## src/rtl/sccb_arb_pkg.sv

```systemverilog
// Shared types and constants for the two-requester SCCB arbiter.
// Holds the FSM encoding, the SCCB field width and the requester indices.
package sccb_arb_pkg;

    localparam int DATA_W = 8;

    localparam logic REQ0 = 1'b0;
    localparam logic REQ1 = 1'b1;

    typedef enum logic [1:0] {
        ST_IDLE       = 2'd0,
        ST_ISSUE      = 2'd1,
        ST_WAIT_START = 2'd2,
        ST_WAIT_DONE  = 2'd3
    } arb_state_t;

endpackage

```

## src/rtl/sccb_req_slot.sv

```systemverilog
// One-entry command buffer for a single SCCB requester.
// Accepts a pulse only while empty; the arbiter clears it on completion or abort.
module sccb_req_slot
    import sccb_arb_pkg::*;
(
    input  logic              clk,
    input  logic              rst_n,
    input  logic              wr_en,
    input  logic              rd_en,
    input  logic [DATA_W-1:0] addr,
    input  logic [DATA_W-1:0] wdata,
    input  logic              clr,
    output logic              pending,
    output logic              is_rd,
    output logic [DATA_W-1:0] slot_addr,
    output logic [DATA_W-1:0] slot_wdata,
    output logic              rdy
);

    logic accept;

    assign accept = (wr_en | rd_en) & ~pending;
    assign rdy    = ~pending;

    // clr and accept never coincide: clr only hits a full slot, accept only an empty one
    always_ff @(posedge clk or negedge rst_n) begin
        if (!rst_n) begin
            pending    <= 1'b0;
            is_rd      <= 1'b0;
            slot_addr  <= '0;
            slot_wdata <= '0;
        end else begin
            if (clr)
                pending <= 1'b0;
            else if (accept)
                pending <= 1'b1;

            if (accept) begin
                is_rd      <= rd_en & ~wr_en;
                slot_addr  <= addr;
                slot_wdata <= wdata;
            end
        end
    end

endmodule

```

## src/rtl/sccb_arbiter.sv

```systemverilog
// Shares one SCCB master between the power-up config engine (req0) and the
// runtime register port (req1): round-robin grant, lock to req0, start timeout.
//
// state         | meaning
// --------------+-----------------------------------------------------------
// ST_IDLE       | waiting for master idle and an eligible pending slot
// ST_ISSUE      | one-cycle wr_en/rd_en pulse to the master
// ST_WAIT_START | waiting for master rdy to fall; abort after START_TIMEOUT
// ST_WAIT_DONE  | master busy; rdy rising completes the owner's command
module sccb_arbiter
    import sccb_arb_pkg::*;
#(
    parameter int START_TIMEOUT = 16
) (
    input  logic              clk,
    input  logic              rst_n,

    input  logic              req0_wr_en,
    input  logic              req0_rd_en,
    input  logic [DATA_W-1:0] req0_addr,
    input  logic [DATA_W-1:0] req0_wdata,
    input  logic              req0_lock,
    output logic              req0_rdy,
    output logic [DATA_W-1:0] req0_rdata,
    output logic              req0_rdata_vld,

    input  logic              req1_wr_en,
    input  logic              req1_rd_en,
    input  logic [DATA_W-1:0] req1_addr,
    input  logic [DATA_W-1:0] req1_wdata,
    output logic              req1_rdy,
    output logic [DATA_W-1:0] req1_rdata,
    output logic              req1_rdata_vld,

    output logic              wr_en,
    output logic              rd_en,
    output logic [DATA_W-1:0] addr,
    output logic [DATA_W-1:0] wdata,
    input  logic              rdy,
    input  logic [DATA_W-1:0] rdata,
    input  logic              rdata_vld,
    output logic              err
);

    localparam int              TMO_W    = $clog2(START_TIMEOUT + 1);
    localparam logic [TMO_W-1:0] TMO_LOAD = TMO_W'(START_TIMEOUT);

    arb_state_t state, state_nxt;

    logic              pend0, pend1;
    logic              is_rd0, is_rd1;
    logic [DATA_W-1:0] slot_addr0, slot_addr1;
    logic [DATA_W-1:0] slot_wdata0, slot_wdata1;
    logic              clr0, clr1;

    logic              owner;
    logic              last;
    logic              cmd_rd;
    logic [TMO_W-1:0]  tmo_cnt;

    logic              elig0, elig1;
    logic              grant;
    logic              sel;
    logic              done;
    logic              tmo_hit;
    logic              busy;
    logic              fwd0, fwd1;

    sccb_req_slot u_slot0 (
        .clk        (clk),
        .rst_n      (rst_n),
        .wr_en      (req0_wr_en),
        .rd_en      (req0_rd_en),
        .addr       (req0_addr),
        .wdata      (req0_wdata),
        .clr        (clr0),
        .pending    (pend0),
        .is_rd      (is_rd0),
        .slot_addr  (slot_addr0),
        .slot_wdata (slot_wdata0),
        .rdy        (req0_rdy)
    );

    sccb_req_slot u_slot1 (
        .clk        (clk),
        .rst_n      (rst_n),
        .wr_en      (req1_wr_en),
        .rd_en      (req1_rd_en),
        .addr       (req1_addr),
        .wdata      (req1_wdata),
        .clr        (clr1),
        .pending    (pend1),
        .is_rd      (is_rd1),
        .slot_addr  (slot_addr1),
        .slot_wdata (slot_wdata1),
        .rdy        (req1_rdy)
    );

    assign elig0   = pend0;
    assign elig1   = pend1 & ~req0_lock;
    assign grant   = (state == ST_IDLE) & rdy & (elig0 | elig1);
    assign done    = (state == ST_WAIT_DONE) & rdy;
    assign tmo_hit = (state == ST_WAIT_START) & rdy & (tmo_cnt == '0);
    assign busy    = (state == ST_WAIT_START) | (state == ST_WAIT_DONE);

    assign clr0 = (done | tmo_hit) & (owner == REQ0);
    assign clr1 = (done | tmo_hit) & (owner == REQ1);

    // On a tie the requester that did not complete last wins
    always_comb begin
        sel = REQ0;
        if (elig0 & elig1)
            sel = ~last;
        else if (elig1)
            sel = REQ1;
    end

    always_ff @(posedge clk or negedge rst_n) begin
        if (!rst_n)
            state <= ST_IDLE;
        else
            state <= state_nxt;
    end

    always_comb begin
        state_nxt = state;
        case (state)
            ST_IDLE: begin
                if (grant)
                    state_nxt = ST_ISSUE;
            end
            ST_ISSUE: begin
                state_nxt = ST_WAIT_START;
            end
            ST_WAIT_START: begin
                if (!rdy)
                    state_nxt = ST_WAIT_DONE;
                else if (tmo_cnt == '0)
                    state_nxt = ST_IDLE;
            end
            ST_WAIT_DONE: begin
                if (rdy)
                    state_nxt = ST_IDLE;
            end
            default: state_nxt = ST_IDLE;
        endcase
    end

    always_comb begin
        wr_en = 1'b0;
        rd_en = 1'b0;
        err   = tmo_hit;
        if (state == ST_ISSUE) begin
            rd_en = cmd_rd;
            wr_en = ~cmd_rd;
        end
    end

    // Command fields stay on the bus from grant until the next grant
    always_ff @(posedge clk or negedge rst_n) begin
        if (!rst_n) begin
            owner   <= REQ0;
            last    <= REQ1;
            cmd_rd  <= 1'b0;
            addr    <= '0;
            wdata   <= '0;
            tmo_cnt <= '0;
        end else begin
            if (grant) begin
                owner  <= sel;
                cmd_rd <= sel ? is_rd1 : is_rd0;
                addr   <= sel ? slot_addr1 : slot_addr0;
                wdata  <= sel ? slot_wdata1 : slot_wdata0;
            end

            if (done)
                last <= owner;

            if (state == ST_ISSUE)
                tmo_cnt <= TMO_LOAD;
            else if ((state == ST_WAIT_START) && (tmo_cnt != '0))
                tmo_cnt <= tmo_cnt - TMO_W'(1);
        end
    end

    assign fwd0 = rdata_vld & busy & (owner == REQ0);
    assign fwd1 = rdata_vld & busy & (owner == REQ1);

    always_ff @(posedge clk or negedge rst_n) begin
        if (!rst_n) begin
            req0_rdata     <= '0;
            req0_rdata_vld <= 1'b0;
            req1_rdata     <= '0;
            req1_rdata_vld <= 1'b0;
        end else begin
            req0_rdata_vld <= fwd0;
            req1_rdata_vld <= fwd1;
            if (fwd0)
                req0_rdata <= rdata;
            if (fwd1)
                req1_rdata <= rdata;
        end
    end

endmodule

```

## config.mk

```make
export PLATFORM = sky130hd
export DESIGN_NAME = sccb_arbiter
export DESIGN_NICKNAME = d
export VERILOG_FILES = /design/src/rtl/sccb_arb_pkg.sv /design/src/rtl/sccb_req_slot.sv /design/src/rtl/sccb_arbiter.sv
export SDC_FILE = /design/constraint.sdc
export NUM_CORES = 1
export LEC_CHECK = 0
export BUFFER_PORTS_ARGS = -buffer_cell sky130_fd_sc_hd__buf_2
export CAP_MARGIN = 20
export CORE_UTILIZATION = 45
export CTS_CLUSTER_DIAMETER = 80
export DETAILED_ROUTE_END_ITERATION = 6
export GPL_ROUTABILITY_DRIVEN = 0
export PLACE_DENSITY = 0.7
export SYNTH_ARGS = -nofsm -noshare
export SYNTH_HDL_FRONTEND = slang
export SYNTH_SLANG_ARGS = --single-unit
```

## constraint.sdc

```tcl
create_clock -name clk -period 2.4 [get_ports clk]
set_input_delay 0.24 -clock clk [delete_from_list [all_inputs] [get_ports clk]]
set_output_delay 0.24 -clock clk [all_outputs]
set_load 0.1 [all_outputs]
```

==> results of run 1 <==
==> worst paths after layout <==
check                                             from                        end  depth (start not counted)
hold / removal                              req1_wr_en  u_slot1.is_rd$_DFFE_PN0P_                          2
max in group asynchronous                        rst_n           last$_DFFE_PN1N_                          3
setup reg to reg           u_slot1.pending$_DFFE_PN0P_       wdata[0]$_DFFE_PN0P_                          4
setup / recovery                tmo_cnt[0]$_DFFE_PN0P_                        err                          6
hold reg to reg                    addr[0]$_DFFE_PN0P_        addr[0]$_DFFE_PN0P_                          2
min in group asynchronous                        rst_n       wdata[6]$_DFFE_PN0P_                          2
==> Yosys cell counts, drive strengths merged <==
library cell and instances:
a21o 1, inv 9, dfrtp 79, a32o 1
nor2 5, nor4 1, or4 1, o32ai 1
clkbuf 1, dfstp 1, nor2b 1, mux2i 17
and2b 1, o31ai 1, o21ai 23, ha 1
nand2 27, o211ai 2, buf 7, mux2 48
and3 1, a2bb2oi 1, nand3b 1, nor3 2
a21oi 10, nand3 3
==> per-layer routing <==
metal  vias up  GRT usage [%]  part of all wire [%]
met5         -              0                     0
met4         0          5.455                  0.92
met3         7          7.014                   6.0
met2        57          28.35                    46
met1      1071          24.54                    47
li1       1051              -                     -
==> area by class of cell <==
class                      instances  area, µm²  share of cell area, %
inverter                           9      36.28                 0.9020
timing repair buffer              91      485.5                  12.07
clock buffer                      10      137.6                  3.421
multi-input combinational        149       1181                  29.36
sequential                        80       2003                  49.80
clock inverter                     6      58.81                  1.462
tap                               96      120.1                  2.986
==> worst max-delay path: cells and delay by family, from the launching register on <==
kind	cells	cell delay (ns)
adder cells (fa/ha/maj)	1	0.15
buffers and inverters	2	0.44
AND/OR/NAND/NOR	3	0.63
flip-flops	1	0.42
==> timing repair <==
item / CTS / global route
resized for setup: 0 / 1
setup endpoints to repair: 0 / 1
hold endpoints to repair: 39 / 0
hold buffers: 1 / 0
==> kinds of logic (layout without fill, tap and decap cells) <==
kind of cell / count (synthesis) / in the layout / share of synthesized area, %
multiplexers: 65 / 65 / 21.84
buffers and inverters: 17 / 116 / 2.614
adder cells (fa/ha/maj): 1 / 1 / 0.3844
AND/OR/NAND/NOR: 43 / 43 / 6.075
AO/OA/AOI/OAI: 40 / 40 / 7.536
flip-flops: 80 / 80 / 61.55
==> registers in the layout, summed over array words and instances (netlist names), 2 cells and up <==
name and count:
u_slot1.slot_wdata 8, u_slot0.slot_wdata 8, tmo_cnt 5, wdata 8
req0_rdata 8, req1_rdata 8, state 2, u_slot0.slot_addr 8
addr 8, u_slot1.slot_addr 8
==> cells in the final DEF, fill, tap and decap left out, types with 2 or more instances in the layout <==
cell and n:
sky130_fd_sc_hd__nand2_1 26, sky130_fd_sc_hd__clkbuf_8 10, sky130_fd_sc_hd__a21oi_1 10, sky130_fd_sc_hd__o211ai_2 2, sky130_fd_sc_hd__clkinv_2 4, sky130_fd_sc_hd__mux2i_1 17
sky130_fd_sc_hd__nor2_1 5, sky130_fd_sc_hd__inv_1 8, sky130_fd_sc_hd__o21ai_2 2, sky130_fd_sc_hd__o21ai_1 2, sky130_fd_sc_hd__nor3_1 2, sky130_fd_sc_hd__mux2_2 48
sky130_fd_sc_hd__nand3_1 3, sky130_fd_sc_hd__buf_4 3, sky130_fd_sc_hd__o21ai_0 19, sky130_fd_sc_hd__dfrtp_1 79, sky130_fd_sc_hd__buf_2 85
==> stage by stage <==
stage | hold slack, ns | worst slack, ns | instances | utilization, %
final | 0.1188 | 0.1810 | 441 | 58.24
after global routing | 0.09143 | 0.05325 | 441 | 58.24
after CTS | 0.09501 | 0.07577 | 441 | 58.21
after detailed placement | 0.2510 | 0.4548 | 424 | 55.22
after global placement | 0.2469 | 0.5599 | 424 | 55.22
after floorplan | -0.05559 | 0.1832 | 246 | -
==> flow_results.org, run 1 <==
** Outcome
- Run status :: complete, no violations

** Timing
- The worst path needs 2.219 ns of the cycle, external delays included.
- Worst slew margin relative to its limit :: 34.80%
- Number of hold violations in the final report :: 0
- Final worst path period share :: 92.46%
- Final count of negative-setup-slack endpoints :: 0
- In the final timing run, aggregate negative setup slack is 0 ns.
- Worst Tran Pin Value :: 0.9779 ns
- Timing would allow up to between 0.4 and 0.5 GHz.
- The final number of max-transition violations is 0.
- Final worst clock skew :: 0.01144 ns
- Setup repair after global routing left no endpoint under its margin.

** GRT
- Entering global routing, the biggest net connects 42 pins.
- The first global-routing pass estimated roughly 10 mm of wire.
- Via count of the first global-routing pass :: between 2000 and 2500
- For this run, the total global-route usage over all layers was measured as 18.50%.
- Overflow left after global routing :: 0
- The initial antenna violation count came to 0.

** Synth
- Synthesis produced 246 cells.
- Register bit count reported by yosys :: 80
- Net count after synthesis :: 296
- Library cell occupying the most area in the post-synthesis netlist :: sky130_fd_sc_hd__dfrtp_1
- Averaged over all synthesized cells, the footprint is 13.23 µm².
- The Yosys step of the flow raised 0 warnings.
- Mapped Area :: about 3300 µm²
- By area the synthesized netlist is led by sky130_fd_sc_hd__dfrtp_1 (61%), sky130_fd_sc_hd__mux2_2 (17%), sky130_fd_sc_hd__mux2i_1 (5.2%).
- Area fraction of the dominant cell type after synthesis :: 60.75%
- Share of the yosys chip area belonging to registers :: roughly 62%
- Post-synth cell types :: 32

** Floorplan
- Row generation in the floorplan step produced 30 rows.
- The die is 87.04 µm wide.
- Initial core utilization :: 47.12%
- The die covers 7576 µm².
- The total area inside the core boundary comes to 6907 µm².
- The die is 87.04 µm tall.
- Number of top-level design ports :: 88

** Final layout
- Compared with the post-synthesis result, the final layout area differs by 23.61%.
- Of the cells placed in the final design, the portion with a size suffix greater than 1 is 47.54%.
- In the final design database the tool counted 390 nets.
- Summed area of non-filler cells in the final layout :: 4023 µm²
- The filler cells instantiated in the layout total 639.
- Number of inserted diodes :: 0

** Route
- Post-DRT Antenna Nets :: 0
- Via count :: around 2200
- The pre-antenna-repair detailed-routing pass consisted of 4 iterations.
- After the first detailed-routing iteration, the DRC count stood at 62.
- After detailed routing, the average wire length per cell comes to 14.54 µm.
- Number of vias per cell after detailed routing :: 4.957
- DRC :: 0
- For this block, the routed nets add up to 6.412 mm of wire.

** Clock tree
- The longest clock path from root to sink contains 2 buffers.
- After clock tree synthesis, the clock-pin slew on the worst setup and hold paths is 0.08 ns.
- Clock tree synthesis found a total of 80 sinks.
- At the later pin of the worst-skew pair, clock insertion delay measures approximately 0.34 ns.
- TritonCTS built the clock tree.
- CTS Buf Count :: 9
- In this run the post-CTS setup repair buffer count came out at 0.
- The H-tree was split into 3 levels.
- CTS root buffer :: sky130_fd_sc_hd__clkbuf_8

** Placement
- DP Wirelength :: 4.485 mm
- During placement, the flow inserted port buffers numbering 87.
- In this run the cell area measured after placement is 3814 µm².

** Worst setup path
- STA puts the critical path data arrival time at between 1.5 and 2 ns.
- Category of the critical setup timing path :: register to output port
- At the worst endpoint, the required time is between 2 and 2.5 ns.
- Slowest stage delay, CP :: around 0.42 ns
- Slowest-stage cell, CP :: sky130_fd_sc_hd__dfrtp_1
- Critical path launch point type :: register
- Internal reg-to-reg setup slack :: around 0.64 ns
- CP max FO :: 4
- STA classifies the critical path endpoint as an output port.
- Ordered list of cells on the worst path :: inv_1, ha_1, nor2b_1, nand2_1, nor4_4, clkbuf_4

** Job
- Max-cap check violation count :: 0

** Min path
- The min-delay analysis places its worst path in the category input port to register.
Power of run 1 is not shown: default switching activity piles up to over one toggle a cycle in this logic, so the estimate is an artifact.
==> inputs of run 2 (changes only) <==
CORE_UTILIZATION = 43   (was 45)
PLACE_DENSITY = 0.67   (was 0.7)
==> run 2 against run 1 <==
Effect of this change: hold slack got worse by 0.0014 ns; global-route usage decreased by 1.5 points; cell area increased by 0.62%; die area increased by 4.5%; largest cell class unchanged; highest routed layer unchanged.
==> flow_results.org, run 2 (synthesis results as in run 1) <==
** Outcome
- The run finished with clean final reports.

** Route
- After detailed routing, the average wire length per cell comes to around 14 µm.
- In the routed layout, each cell is associated on average with a via count of approximately 4.8.
- Via count :: 2153
- Post-DRT Antenna Nets :: 0
- Number of detailed-route iterations in the first pass :: 4
- First DRT Iteration DRCs :: 67
- Summed over all layers, the routed wires come to 6.239 mm.
- In the routed design, unresolved DRC markers number 0.

** Worst setup path
- STA puts the critical path data arrival time at 1.92 ns.
- Of all nets on the critical path, the largest fanout is 4.
- The worst register-to-register path has a setup slack of ~0.8 ns.
- Category of the critical setup timing path :: register to output port
- Worst Reg2Reg Path Length in Cells :: 2
- At the worst endpoint, the required time is 2.16 ns.
- In this run the critical register-to-register path is launched from state[1]$_DFFE_PN0P_.
- Critical path launch point type :: register
- Endpoint of the most critical register-to-register path :: req0_rdata[6]$_DFFE_PN0P_
- The worst setup path is captured at an output port.
- Worst setup startpoint :: tmo_cnt[0]$_DFFE_PN0P_

** GRT
- All-layer global routing usage :: approximately 17%
- Largest net degree at the start of global routing :: just over 80
- The first global-routing pass estimated ~10 mm of wire.
- The number of global-route vias before repair is between 2000 and 2500.
- The initial antenna violation count came to 0.
- After global routing the overflow that remains totals 0.

** Clock tree
- CTS tree :: built
- Bufs on Longest Clock Path :: 2
- Count of clock tree sinks :: 80
- In this run the post-CTS setup repair buffer count came out at 0.
- For the worst-skew pair, the clock arrives at the later sink with an insertion delay of 0.34 ns.
- Maximum level of the CTS H-tree :: 3
- CTS Buf Count :: 9
- Clock edge transition at the registers on the reported setup and hold paths :: 0.08 ns
- The tree is rooted in a sky130_fd_sc_hd__clkbuf_8.

** Final layout
- The multi-input combinational cells in the finished layout cover a total of between 1000 and 1500 µm².
- Number of inserted diodes :: 0
- Area added between synthesis and finish :: 24.38%
- Number of nets at the end of the flow :: 390
- Number of filler instances in the final layout :: 650
- Most common cell after layout, fill and taps aside :: sky130_fd_sc_hd__buf_2
- Commonest non-fill, non-tap cells in the layout :: sky130_fd_sc_hd__buf_2 (85), sky130_fd_sc_hd__dfrtp_1 (79), sky130_fd_sc_hd__mux2_2 (48)
- Final Instance Count excl. Fillers :: 444
- Share of layout cells above drive strength 1 :: 47.25%
- FF+latch area :: 2003 µm²

** Floorplan
- 88 I/O pins were placed.
- Once the floorplan was initialized, standard cells occupied between 40% and 50% of the core.
- Die height :: 89.00 µm
- Core ar. :: 7292 µm²
- Horizontal die dimension :: roughly 89 µm
- The die covers 7920 µm².
- Row count :: 31

** Timing
- Final count of negative-setup-slack endpoints :: 0
- The clock period could shrink to 2.159 ns.
- The number of endpoints with negative hold slack in the final report came to 0.
- Worst slew margin relative to its limit :: 42.73%
- On the final layout, the worst hold slack is approximately 0.12 ns.
- Minimum setup slack in the final design :: roughly 0.24 ns
- The final number of max-transition violations came to 0.
- Fmax :: 0.4633 GHz
- For the pin with the worst max-slew slack, the measured transition is 0.8589 ns.
- Setup TNS Final :: 0 ns
- Clock skew on the completed layout was measured at about 0.0066 ns.
- RSZ-0062 raised after global routing :: no
- Dividing the final minimum period by the clock period gives 89.94%.

** Placement
- After legalization and detailed placement, the total HPWL measured 4.237 mm.
- Counting tap cells, the placed design contains a total of 427 instances.
- Before CTS, the worst setup slack after placement is 0.5113 ns.
- Buffers placed on the I/O ports in this run total 87.

** Min path
- The worst hold path belongs to the class input port to register.
- Worst hold stages :: 2
- Worst hold start :: req1_wr_en
- The path with the worst hold slack has its endpoint at u_slot1.is_rd$_DFFE_PN0P_.

** Job
- Across the run, the number of max-cap violations was 0.
==> run 2: critical path: stages (launching register included) <==
cell and delay, ns:
sky130_fd_sc_hd__dfrtp_1 0.41, sky130_fd_sc_hd__inv_1 0.07, sky130_fd_sc_hd__ha_1 0.16, sky130_fd_sc_hd__nor2b_1 0.24, sky130_fd_sc_hd__nand2_1 0.14, sky130_fd_sc_hd__nor4_4 0.20, sky130_fd_sc_hd__clkbuf_4 0.36
==> run 2: per-layer routing <==
layer  vias to the layer above  wire length, µm  GRT usage, %
met5                         -                0             0
met4                         0              170         8.947
met3                        13              269         4.155
met2                        49             2971         26.71
met1                      1036             2828         22.07
li1                       1055                -             -
==> run 2: metrics by stage <==
step                      util, %  instance area [µm²]
final                       55.51                 4048
after global routing        55.51                 4048
after CTS                   55.47                 4045
after detailed placement    52.35                 3817
after global placement      52.35                 3817
after floorplan                 -                 3269
==> run 2: repair_timing <==
item | 4_1_cts | 5_1_grt
hold buffers | 1 | 0
hold endpoints to repair | 79 | 0
endpoints found under the setup margin | 0 | 1
resized for setup | 0 | 1
==> run 2: area by class of cell <==
class | instances | share of cell area [%]
timing repair buffer | 91 | 11.99
inverter | 9 | 0.8964
clock inverter | 2 | 0.8655
sequential | 80 | 49.49
tap | 99 | 3.060
multi-input combinational | 149 | 29.18
clock buffer | 14 | 4.513
==> run 2: how the worst max path moves through the flow <==
stage,to,slack (ns),depth (start not counted)
final,err,0.24,6
after global placement,err,0.55,6
after global routing,err,0.07,6
after floorplan,err,0.18,5
after CTS,err,0.13,6
after detailed placement,err,0.51,6
Power of run 2 is left out for the same reason.
